### src/rtl/store_buffer.sv
// store_buffer: 4-entry FIFO of posted CPU stores (SW/SH/SB) drained to data memory one word at a time.
// Optional macro SB_MISALIGN_TRAP_EN rejects misaligned SH/SW and pulses misalign for one cycle.
module store_buffer (
    input  logic        clk,
    input  logic        rst,
    input  logic        st_valid,
    input  logic [5:0]  st_op,
    input  logic [31:0] st_addr,
    input  logic [31:0] st_wdata,
    output logic        st_ready,
    input  logic        ld_valid,
    input  logic [31:0] ld_addr,
    output logic        ld_stall,
    output logic        mem_req,
    output logic [31:0] mem_addr,
    output logic [31:0] mem_wdata,
    output logic [3:0]  mem_be,
    input  logic        mem_ack,
    output logic        empty,
    output logic        misalign
);

    localparam logic [5:0] OP_SB = 6'b101000;
    localparam logic [5:0] OP_SH = 6'b101001;
    localparam logic [5:0] OP_SW = 6'b101011;

    typedef enum logic {IDLE = 1'b0, BUSY = 1'b1} state_t;

    logic [29:0] r_word  [4];
    logic [31:0] r_data  [4];
    logic [3:0]  r_be    [4];
    logic [3:0]  r_valid;
    logic [1:0]  r_wr_ptr;
    logic [1:0]  r_rd_ptr;
    logic [2:0]  r_count;
    state_t      r_state;

    logic        w_is_store;
    logic        w_misaligned;
    logic        w_enq;
    logic        w_pop;
    logic        w_hit;
    logic [3:0]  w_be;
    logic [31:0] w_data;
    logic [2:0]  w_count_next;
    logic [1:0]  w_unused_ld;

    // Lane steering: data is replicated so the byte enables alone select the bytes written.
    always_comb begin
        w_is_store = 1'b1;
        w_be       = 4'b0000;
        w_data     = 32'h0;
        case (st_op)
            OP_SW: begin
                w_be   = 4'b1111;
                w_data = st_wdata;
            end
            OP_SH: begin
                w_be   = st_addr[1] ? 4'b1100 : 4'b0011;
                w_data = {2{st_wdata[15:0]}};
            end
            OP_SB: begin
                w_be   = 4'b0001 << st_addr[1:0];
                w_data = {4{st_wdata[7:0]}};
            end
            default: w_is_store = 1'b0;
        endcase
    end

`ifdef SB_MISALIGN_TRAP_EN
    assign w_misaligned = ((st_op == OP_SH) && st_addr[0]) ||
                          ((st_op == OP_SW) && (st_addr[1:0] != 2'b00));
`else
    assign w_misaligned = 1'b0;
`endif

    assign st_ready     = (r_count != 3'd4);
    assign w_enq        = st_valid && st_ready && w_is_store && !w_misaligned;
    assign w_pop        = (r_state == BUSY) && mem_ack;
    assign w_count_next = r_count + {2'b00, w_enq} - {2'b00, w_pop};

    always_ff @(posedge clk) begin
        if (rst) begin
            for (int i = 0; i < 4; i++) begin
                r_word[i] <= '0;
                r_data[i] <= '0;
                r_be[i]   <= '0;
            end
            r_valid  <= '0;
            r_wr_ptr <= '0;
            r_rd_ptr <= '0;
            r_count  <= '0;
        end else begin
            if (w_pop) begin
                r_valid[r_rd_ptr] <= 1'b0;
                r_rd_ptr          <= r_rd_ptr + 2'd1;
            end
            if (w_enq) begin
                r_word[r_wr_ptr]  <= st_addr[31:2];
                r_data[r_wr_ptr]  <= w_data;
                r_be[r_wr_ptr]    <= w_be;
                r_valid[r_wr_ptr] <= 1'b1;
                r_wr_ptr          <= r_wr_ptr + 2'd1;
            end
            r_count <= w_count_next;
        end
    end

    // Drain FSM: IDLE waits one edge after the first store lands, BUSY presents the head until acked.
    always_ff @(posedge clk) begin
        if (rst) begin
            r_state <= IDLE;
        end else begin
            case (r_state)
                IDLE: if (r_count != 3'd0) r_state <= BUSY;
                BUSY: if (w_pop && (w_count_next == 3'd0)) r_state <= IDLE;
            endcase
        end
    end

    assign mem_req   = (r_state == BUSY);
    assign mem_addr  = mem_req ? {r_word[r_rd_ptr], 2'b00} : 32'h0;
    assign mem_wdata = mem_req ? r_data[r_rd_ptr] : 32'h0;
    assign mem_be    = mem_req ? r_be[r_rd_ptr] : 4'b0000;
    assign empty     = (r_count == 3'd0);

    // Loads hazard at word granularity, so the byte offset of the load never matters.
    always_comb begin
        w_hit = 1'b0;
        for (int i = 0; i < 4; i++) begin
            if (r_valid[i] && (r_word[i] == ld_addr[31:2])) w_hit = 1'b1;
        end
    end

    assign ld_stall    = ld_valid && w_hit;
    assign w_unused_ld = ld_addr[1:0];

`ifdef SB_MISALIGN_TRAP_EN
    logic r_misalign;

    always_ff @(posedge clk) begin
        if (rst) begin
            r_misalign <= 1'b0;
        end else begin
            r_misalign <= st_valid && st_ready && w_is_store && w_misaligned;
        end
    end

    assign misalign = r_misalign;
`else
    assign misalign = 1'b0;
`endif

endmodule

### config.mk
export PLATFORM = sky130hd
export DESIGN_NAME = store_buffer
export DESIGN_NICKNAME = d
export VERILOG_FILES = /design/src/rtl/store_buffer.sv
export SDC_FILE = /design/constraint.sdc
export NUM_CORES = 1
export LEC_CHECK = 0
export CORE_ASPECT_RATIO = 1.2
export CORE_MARGIN = 2
export CORE_UTILIZATION = 40
export CTS_CLUSTER_DIAMETER = 100
export DETAILED_ROUTE_END_ITERATION = 8
export PLACE_DENSITY = 0.61
export RECOVER_POWER = 100
export SLEW_MARGIN = 10
export SYNTH_ARGS = -nofsm -noshare
export SYNTH_HDL_FRONTEND = slang
export SYNTH_SLANG_ARGS = --single-unit
### constraint.sdc
create_clock -name clk -period 10.1 [get_ports clk]
set_clock_uncertainty 0.05 [all_clocks]
set_input_delay 2.02 -clock clk [delete_from_list [all_inputs] [get_ports clk]]
set_output_delay 2.02 -clock clk [all_outputs]
set_load 0.02 [all_outputs]
==> flow_summary.toml <==
[placed_design]
io_buffer_count = 174
dp_hpwl_um = 24900
gp_congestion = 0.858
dp.cells = 1614

[global_routing]
first_global_vias = 9131
grt_remaining_overflow = 0
grt_usage_pct = 20.8
grt_max_degree = 55
antenna_found_initial = 0
grt_pass1_wl_um = 56400

[layout]
n_fill_cell = 3078
nets = 1301
fin_cells = 1668
n_antenna_cell = 0
drive_gt1_share_pct = 10.2
syn_to_final_growth_pct = 21.0

[synthesis]
yosys.area.top_type = "edfxtp_1"
synth-seq-cells = 278
synth_edf_count = 264
ys_async_sr_fraction_pct = 0
ys_seq_area_share_pct = 58.4
synthFlopType = "edfxtp_1"
synth_area_um2 = 14100
synth_top_area_share_pct = 56.4
ys_warn_count = 0
syn_avg_cell_area_um2 = 13.5
synthDistinctLibCells = 42
ys_top_cells_by_area = "edfxtp_1 (56%), mux4_2 (11%), and2_1 (9.7%)"
syn_inst = 1041

[power]
seq_power_share_pct = 45.1
power_w = 0.00306
total_leakage_power_nw = 5.86
powerDensity_nw_per_um2 = 180
sw_frac_of_total_pct = 26.9
clockPowerShare_pct = 35.0
power.switching_w = 0.000824
ir_worst_vdd_mv = 0.103
p_comb_share_pct = 19.9
p_int_w = 0.00223

[worst_setup_path]
crit_path_start_kind = "primary input"
crit_slowest_cell = "and2b_1"
endpoint_kind = "flop"
cp_slowest_stage_delay_ns = 1.49
cp_max_fo = 54
arrival_ns = 8.08
critical_path_class = "in2reg"
worstPathCellList = "dlygate4sd3_1, nand3b_1, a2111oi_4, and2b_1, nand3_2, nand2b_4, buf_4"
critPathRequiredTime_ns = 10.28

[sta]
worst_slew_pin_slew_ns = 2.50
maxSlewHeadroom_pct = -67.2
finalSetupTns_ns = 0
whs_ns = 0.470
finalHoldViolCount = 0
fmax_mhz = 127
drv_slew = 242
rsz0062_at_grt = "no"
finalCritPeriodShare_pct = 78.3
setup_viol = 0
min_period_ns = 7.90

[clock_network]
post_cts_buffers = 0
clock_sinks = 278
cts_root_buf = "clkbuf_16"
clockBufferDepth = 3
cts_resized = 0
cts.reportedPaths.clkPinSlew_ns = 0.06
cts_tree = "yes"
htreeDepth = 1
insertion_delay_ns = 0.56
cts-buffers-inserted = 29
hold_buffers = 0

[floorplanning]
die_w_um = 175
core_um2 = 34800
dieArea_um2 = 36700
rows = 75
start_util_pct = 40.4
io_pins = 180
die_h_um = 209

[route]
wl_um = 38100
drt_first_pass_iters = 5
route.detailed.drc = 0
first_iter_violations = 825
routed_via_density = 5.23
ant_nets = 0
wl_per_cell_um = 22.8
vias = 8722

[status]
status = "complete, but fails checks"
violations = "max-capacitance violations, max-slew violations"

[run]
cap_violations = 8

[worst_hold_path]
hp-class = "reg2reg"
layout make-up:
type                       instances  area [µm²]  share of cell area [%]
clock buffer                      34         744                    4.38
clock inverter                    20         196                    1.15
inverter                          17        63.8                   0.375
multi-input combinational        672        5420                    31.9
sequential                       278        8210                    48.2
tap                              462         578                    3.40
timing repair buffer             185        1800                    10.6
cell usage after synthesis, drive strengths merged (3+ instances only):
cell / number
a21oi: 7
a22oi: 17
and2: 219
buf: 29
clkbuf: 47
dfxtp: 14
edfxtp: 264
ha: 10
inv: 17
mux2i: 9
mux4: 66
nand2: 10
nand2b: 4
nand3: 3
nand4: 24
nor2: 132
nor3: 7
nor4: 17
xnor2: 80
xor2: 44
power groups by stage:
stage	Clock (W)	Combinational, W	Sequential, W
6_report	0.00107	0.000609	0.00138
2_1_floorplan	0	0.000396	0.00136
5_1_grt	0.00113	0.000654	0.00139
3_5_place_dp	0	0.000639	0.00141
4_1_cts	0.00109	0.000643	0.00138
3_3_place_gp	0	0.000638	0.00141
path summary, 6_finish.rpt:
path / endpoint / start / slack, ns / cells after the start
min: r_valid[1]$_SDFF_PP0_ / r_valid[1]$_SDFF_PP0_ / 0.47 / 2
max: r_word[2][8]$_SDFFCE_PN0P_ / st_op[0] / 2.20 / 7
max reg2reg: r_word[2][8]$_SDFFCE_PN0P_ / r_count[1]$_SDFF_PP0_ / 4.35 / 6
min reg2reg: r_valid[1]$_SDFF_PP0_ / r_valid[1]$_SDFF_PP0_ / 0.47 / 2
sequential cells by signal (all words and copies together) (netlist names), named ones only:
signal / count
r_rd_ptr: 2
r_valid: 4
r_wr_ptr: 2
r_count: 3
mem_req: 1
r_be: 16
r_word: 120
r_data: 128
logic make-up after synthesis:
| logic type | synth area share [%] |
|---|---|
| mux | 11.3 |
| flops | 58.4 |
| other cells | 0.0267 |
| xor+xnor | 7.72 |
| simple gates | 16.4 |
| buf+inv | 3.31 |
| fa+ha+maj | 1.03 |
| compound gates | 1.86 |
worst max-delay path, delay by kind of cell:
kind                   cells  cell delay, ns
and+or+nand+nor            4            3.85
buffers and inverters      2            1.32
AOI/OAI and AO/OA          1            0.82
per-stage QoR:
stage	util [%]	setup WS (ns)	instance area, µm²
global route	48.9	1.79	17000
floorplan	-	4.75	14100
CTS	49.1	3.16	17100
detailed placement	46.4	2.58	16100
finish	48.9	2.20	17000
global placement	46.4	2.56	16100
cell usage in the layout (no fill, tap or decap), types with 2 or more instances in the layout:
cell / count
dlygate4sd3_1: 62
nor2b_1: 2
a22o_1: 2
xor2_1: 44
a31oi_1: 2
clkdlybuf4s50_1: 112
nand3b_1: 2
nand3_2: 3
nor4_1: 17
a22oi_1: 17
inv_1: 17
nand4_1: 24
nand2b_4: 3
nor2_1: 132
buf_4: 5
mux2i_1: 9
clkinv_2: 6
clkbuf_16: 29
a21oi_1: 7
clkinv_1: 8
ha_1: 10
a21o_1: 2
nor3_1: 7
bufinv_16: 4
mux4_2: 66
nand2_1: 10
edfxtp_1: 264
dfxtp_1: 13
xnor2_1: 80
and2_1: 129
and2_0: 90
conb_1: 3
clkbuf_1: 10
layer usage:
metal | global-route usage (%) | wire, µm | part of all wire, % | vias up
met3 | 3.13 | 2430 | 6.4 | 57
met1 | 25.9 | 14900 | 39 | 4349
met5 | 0 | 0 | 0 | -
met2 | 37.0 | 19500 | 51 | 328
li1 | - | - | - | 3988
met4 | 7.13 | 1280 | 3.4 | 0
No activity file was read; power rests on OpenSTA's default activity.
